**config.mk**
```make
export PLATFORM = sky130hd
export DESIGN_NAME = rf_writeback_stage
export DESIGN_NICKNAME = d
export VERILOG_FILES = /design/src/rtl/rf_writeback_stage.sv
export SDC_FILE = /design/constraint.sdc
export NUM_CORES = 1
export LEC_CHECK = 0
export CAP_MARGIN = 20
export CELL_PAD_IN_SITES_DETAIL_PLACEMENT = 1
export CELL_PAD_IN_SITES_GLOBAL_PLACEMENT = 1
export CORE_ASPECT_RATIO = 0.75
export CORE_MARGIN = 3
export CORE_UTILIZATION = 22
export CTS_CLUSTER_DIAMETER = 60
export DETAILED_ROUTE_END_ITERATION = 16
export PLACE_DENSITY_LB_ADDON = 0.3
export SYNTH_ARGS = -nofsm -noshare
export SYNTH_HDL_FRONTEND = slang
export SYNTH_SLANG_ARGS = --single-unit
```
**constraint.sdc**
```tcl
create_clock -name CLK -period 2.9 [get_ports CLK]
set_input_delay 0.87 -clock CLK [delete_from_list [all_inputs] [get_ports CLK]]
set_output_delay 0.87 -clock CLK [all_outputs]
set_load 0.03 [all_outputs]
```
**src/rtl/rf_writeback_stage.sv**
```systemverilog
// rf_writeback_stage: MEM/WB register, register-file write driver, same-cycle read forwarding
module rf_writeback_stage #(
  parameter int AWL = 5,
  parameter int DWL = 32
) (
  input  logic           CLK,
  input  logic           RST,
  input  logic           STALL,
  input  logic           FLUSH,
  input  logic           mem_valid,
  input  logic           mem_regwrite,
  input  logic           mem_memtoreg,
  input  logic [AWL-1:0] mem_rd,
  input  logic [DWL-1:0] mem_alu_result,
  input  logic [DWL-1:0] mem_load_data,
  output logic           WR,
  output logic [AWL-1:0] addr_WR,
  output logic [DWL-1:0] Din,
  input  logic [AWL-1:0] addr1,
  input  logic [AWL-1:0] addr2,
  input  logic [DWL-1:0] rf_dout1,
  input  logic [DWL-1:0] rf_dout2,
  output logic [DWL-1:0] rd1_fwd,
  output logic [DWL-1:0] rd2_fwd,
  output logic [15:0]    wb_count
);
  // An entry retires on any unstalled edge, including a flushing one
  always_ff @(posedge CLK or negedge RST) begin
    if (!RST) begin
      WR       <= 1'b0;
      addr_WR  <= '0;
      Din      <= '0;
      wb_count <= '0;
    end else begin
      if (WR && !STALL) wb_count <= wb_count + 16'd1;
      if (FLUSH) begin
        WR      <= 1'b0;
        addr_WR <= '0;
        Din     <= '0;
      end else if (!STALL) begin
        WR      <= mem_valid && mem_regwrite && (mem_rd != '0);
        addr_WR <= mem_rd;
        Din     <= mem_memtoreg ? mem_load_data : mem_alu_result;
      end
    end
  end
  // WR is never set for $0, so address 0 can never hit the bypass
  always_comb begin
    rd1_fwd = (WR && addr1 == addr_WR) ? Din : rf_dout1;
    rd2_fwd = (WR && addr2 == addr_WR) ? Din : rf_dout2;
  end
endmodule

```
# Yosys cells after proc, flatten, opt, wreduce, memory -nomap -nowiden
# Cells that the tools add are included.
dict set report totals {
  latchBits 0
  out_inout_bits 118
  mem_bits_rw 0
  rom_bits 0
  memories 0
  elab_cells 24
  register_bits 54
  input_bits 150
}
dict set report classes {
  reduce_logical 7
  n_eq_ne 3
  muxes 9
  div_mod_pow 0
  n_addsub 1
  bitwise 0
  mul 0
  shift 0
  magnitude_cmp 0
}
# op n
set ops {}
lappend ops {{$mux 32} 5}
lappend ops {{$add 16x1->16 const B} 1}
lappend ops {{$eq 5x5->1} 2}
lappend ops {{$mux 5} 2}
lappend ops {{$logic_and 1x1->1} 5}
lappend ops {{$reduce_bool 5->1} 1}
lappend ops {{$mux 1} 2}
lappend ops {{$ne 2x1->1 const B} 1}
lappend ops {{$logic_not 1->1} 1}

# Longest topological paths before layout
dict set report depth {
  word_depth 4
  mapped_depth 6
  mapped_depth_nobuf 5
}

# Least setup slack after synthesis
# Ideal clock, no wire load.
dict set report synth_path {
  kind {input to output}
  from {in addr1[0]}
  to {out rd1_fwd[10]}
  n_path_buf 2
  setup_slack_ps -19
  required_ps 2030
  stages 6
  t_arrival_ps 2049
  cell_sequence {xor2_1 -> nor4_1 -> and3_1 -> buf_6 -> buf_12 -> mux2_4}
}
dict set report synth_between {
  elab_chain_cells 3
}
# item line_no
set synth_rtl {}
lappend synth_rtl {{start: declaration} 19} ;# input logic [AWL-1:0] addr1,
lappend synth_rtl {{$eq 5x5->1} 49} ;# rd1_fwd = (WR && addr1 == addr_WR) ? Din : rf_dout1;
lappend synth_rtl {{$logic_and 1x1->1} 49}
lappend synth_rtl {{$mux 32} 49}
lappend synth_rtl {{end: declaration} 23} ;# output logic [DWL-1:0] rd1_fwd,
# Every way passes these cells.

# Worst setup path after layout
dict set report layout_path {
  from {in addr2[2]}
  to {out rd2_fwd[30]}
}
dict set report layout_between {
  elab_chain_cells 3
}
# item line_no
set layout_rtl {}
lappend layout_rtl {{start: declaration} 20} ;# input logic [AWL-1:0] addr2,
lappend layout_rtl {{$eq 5x5->1} 50} ;# rd2_fwd = (WR && addr2 == addr_WR) ? Din : rf_dout2;
lappend layout_rtl {{$logic_and 1x1->1} 50}
lappend layout_rtl {{$mux 32} 50}
lappend layout_rtl {{end: declaration} 24} ;# output logic [DWL-1:0] rd2_fwd,
# Every way passes these cells.

==> impl_summary.md <==
Worst setup path
Broken down by cell family, the worst path's largest delay share belongs to simple AND/OR/NAND/NOR gates. STA classifies the critical path endpoint as a primary output. Among the stages of the critical path, the cell type that occurs most often is sky130_fd_sc_hd__buf_6. The worst path buffer plus inverter count is 4. Traced cell by cell, the critical path runs through buf_6, xor2_1, nor4_1, and3_4, buf_12, buf_16, mux2_4, buf_6.

The worst setup path is of the input pin to primary output kind. For this run, the slowest stage of the critical path takes 340 ps. The type of element launching the critical path is an input pin. Of all nets on the critical path, the largest fanout is 6. The highest-delay cell along the critical path is sky130_fd_sc_hd__and3_4. Data on the critical path is required at its endpoint by 2030 ps.

Setup slack on the worst reg-to-reg path comes out at between 1000 and 1500 ps. Data arrives at the worst endpoint at around 2500 ps.

STA
Static timing analysis puts the maximum clock frequency at approximately 300 MHz. Between clock sinks in the finished design, the worst skew comes to 2.48 ps. The final clock period utilization by the worst path is 115%. The pin slew with the least headroom to its limit is around 740 ps. Hold timing on the final database bottoms out at a slack of roughly 470 ps. Setup repair after global routing could not meet its margin everywhere. Summed over all failing endpoints, the final setup total negative slack is -22470 ps. The max-slew headroom at the worst pin is 50.3%. The final count of hold timing violations came to 0. The final critical-path required period is roughly 3300 ps.

Across all setup checks in the final design, the least slack found is -425 ps. The count of final max-slew check failures is 0. Setup violations remaining at the end of the flow were counted as 64.

Clock network
The number of sinks driven by the clock tree is 54. The maximum count of clock buffers along a single path is 2. The TritonCTS clock tree is yes.

The number of clock buffers added by TritonCTS is 5. In this run the number of H-tree levels came out at 2. The clock insertion delay at the later pin of the skew report is ~300 ps. The number of hold-repair buffers added at the cts stage is 0.

The clock edge transition at the registers on the reported setup and hold paths is ~80 ps. CTS placed an instance of sky130_fd_sc_hd__clkbuf_16 at the clock tree root.

Route
The detail route stage leaves a number of antenna-violating nets equal to 0. The first detailed-routing pass took 4 iterations. The first-iteration detailed-routing DRC count is 77. The routed length per instance is 18.8 µm.

Using the TritonRoute via totals, the vias-per-cell ratio works out to between 4 and 5. Across all layers, the routed design uses ~3700 vias. The detailed-route DRC error count is 0. The aggregate routed wire length is approximately 16 mm.

Power and ir drop
Net switching is between 30% and 40% of the power. Total power for the finished layout comes to around 2.4 mW. The power per cell area is between 300 and 400 nW/µm². The portion of total power attributed to sequential cells is roughly 37%. The cell-internal power is between 1.5 and 2 mW.

Of the total power, the clock network draws 25.9%. The worst-case IR drop observed on VDD is 0.000294 V. Summed over all nets, the switching power comes to about 0.8 mW. The part of the total power dissipated in combinational logic is 37.5%. In this run the static leakage power is around 3.2 nW.

Finish
For this run, the number of standard cells in the final layout without fillers is between 800 and 900. The total inserted antenna cells is 0. The post-route netlist has 29.1% of its cells at a drive strength greater than 1. At the end of the flow, the number of nets in the layout was roughly 780. The layout has ~1800 filler cells.

The cell area after layout is 7070 µm². The area growth from synthesis to layout is 89.7%. Measured on the finished design, the core utilization comes to about 43%.

Die
The die width is between 150 and 200 µm. about 270 I/O pins were placed. The area of the core is 16300 µm². The initial core utilization is 22.8%. The total die area is ~19000 µm². The floorplan has 40 rows.

The die height is ~120 µm.

Place
The global placement routability congestion is roughly 0.83. The count of buffers added on input and output ports is roughly 270. The setup slack at placement is -1190 ps.

The HPWL after detailed placement is approximately 12 mm. Summing all placed instances gives a cell area of 6570 µm². The cell count after placement is 813.

Flow run
The count of maximum capacitance violations is 0.

Logic synthesis
The total number of yosys warnings is 0. The register area share after synthesis is a little over a third. Sorting the synthesized cells by how often they occur yields sky130_fd_sc_hd__nor2_1 (73), sky130_fd_sc_hd__mux2_4 (60), sky130_fd_sc_hd__dfrtp_1 (54). After synthesis the netlist holds a flip-flop and latch count of 54. The post-synthesis instance total is around 350. sky130_fd_sc_hd__nor2_1 is the most common cell in the netlist. The cell area after synthesis is 3730 µm². The proportion of register bits with asynchronous set or reset after synthesis is 100%. The number of enable flip-flop cells after synthesis is 0. Counting distinct cell types in the post-synthesis netlist gives 25. The predominant post-synthesis flop cell is sky130_fd_sc_hd__dfrtp_1. The largest total area in the synthesized netlist belongs to sky130_fd_sc_hd__dfrtp_1. The post-synthesis average cell area is 10.8 µm². The number of nets produced by synthesis is about 500. By area the synthesized netlist is led by sky130_fd_sc_hd__dfrtp_1 (36%), sky130_fd_sc_hd__mux2_4 (24%), sky130_fd_sc_hd__mux2i_1 (9.9%), sky130_fd_sc_hd__nor2_1 (7.4%), sky130_fd_sc_hd__a21oi_1 (4.4%). The synthesized design devotes to its leading area cell type 36.3% of total area.

GRT
The number of global-route vias before repair is just over 4000. The number of antenna violations at the first check in global routing is 0. The first global-routing pass estimated ~23 mm of wire.

Entering global routing, the biggest net connects 73 pins. The total overflow left after global routing is 0. For this run, the total global-route usage over all layers was measured as between 10% and 20%.

Outcome
The flow ran to the end, but the final reports show violations. The final reports fail on negative setup slack.

Min path
The path class of the tightest hold or removal check is flop to flop.
-- cell families after synthesis --
| kind of cell | Yosys count | synth area share [%] |
|---|---|---|
| and+or+nand+nor | 107 | 12.1 |
| muxes | 101 | 35.3 |
| DFF | 54 | 36.3 |
| AOI/OAI and AO/OA | 34 | 4.57 |
| xor gates and xnor gates | 25 | 5.87 |
| buffers and inverters | 24 | 5.57 |
| adders and majority gates | 1 | 0.336 |
-- final timing paths --
kind / startpoint / end / depth (start not counted)
max: addr2[2] / rd2_fwd[30] / 8
min: wb_count[15] / wb_count[15] / 1
max reg2reg: WR / wb_count[7] / 5
min reg2reg: wb_count[15] / wb_count[15] / 1
max in group asynchronous: RST / addr_WR[4] / 2
min in group asynchronous: RST / Din[7] / 2
-- sequential cells by signal, indices dropped and copies added (netlist names) --
name,count
Din,32
addr_WR,5
wb_count,16
WR,1
-- power groups by stage --
stage	Sequential [mW]	Clock, mW	Combinational, mW
2_1_floorplan	0.976	0	0.325
3_3_place_gp	0.889	0	0.874
3_5_place_dp	0.891	0	0.890
4_1_cts	0.877	0.650	0.907
5_1_grt	0.890	0.681	0.961
6_report	0.877	0.620	0.899
-- layout make-up --
type	count	area, µm²	area share, %
clock buffers	5	125	1.77
clock inverters	3	23.8	0.336
multi-input cells	268	2210	31.3
flip-flops and latches	54	1350	19.1
well taps	210	263	3.72
repair buffers	296	3090	43.8
-- routing by layer --
layer  track usage (%)  share of wire, %
met1              19.8                43
met2              28.2                49
met3              4.03               7.1
met4              3.34               1.2
met5                 0                 0
-- timing repair --
action | 4_1_cts | 5_1_grt
gates resized for setup | 420 | 79
setup endpoints to repair | 64 | 64
setup buffers | 11 | 2
pin swaps | 5 | 4
cloned | 5 | 2
-- placed cells by master, fill, tap and decap left out, types with 4 or more instances in the layout --
cell type,netlist,layout
sky130_fd_sc_hd__a21oi_1,33,33
sky130_fd_sc_hd__buf_12,6,8
sky130_fd_sc_hd__buf_2,4,16
sky130_fd_sc_hd__buf_4,0,10
sky130_fd_sc_hd__buf_6,2,65
sky130_fd_sc_hd__clkbuf_16,0,7
sky130_fd_sc_hd__clkdlybuf4s50_1,0,189
sky130_fd_sc_hd__dfrtp_1,54,54
sky130_fd_sc_hd__mux2_4,60,64
sky130_fd_sc_hd__mux2i_1,37,37
sky130_fd_sc_hd__nand2_1,12,12
sky130_fd_sc_hd__nand3_1,4,4
sky130_fd_sc_hd__nand4_1,4,4
sky130_fd_sc_hd__nor2_1,73,73
sky130_fd_sc_hd__xnor2_1,12,12
sky130_fd_sc_hd__xor2_1,13,11
No activity file was read; power rests on OpenSTA's default activity.
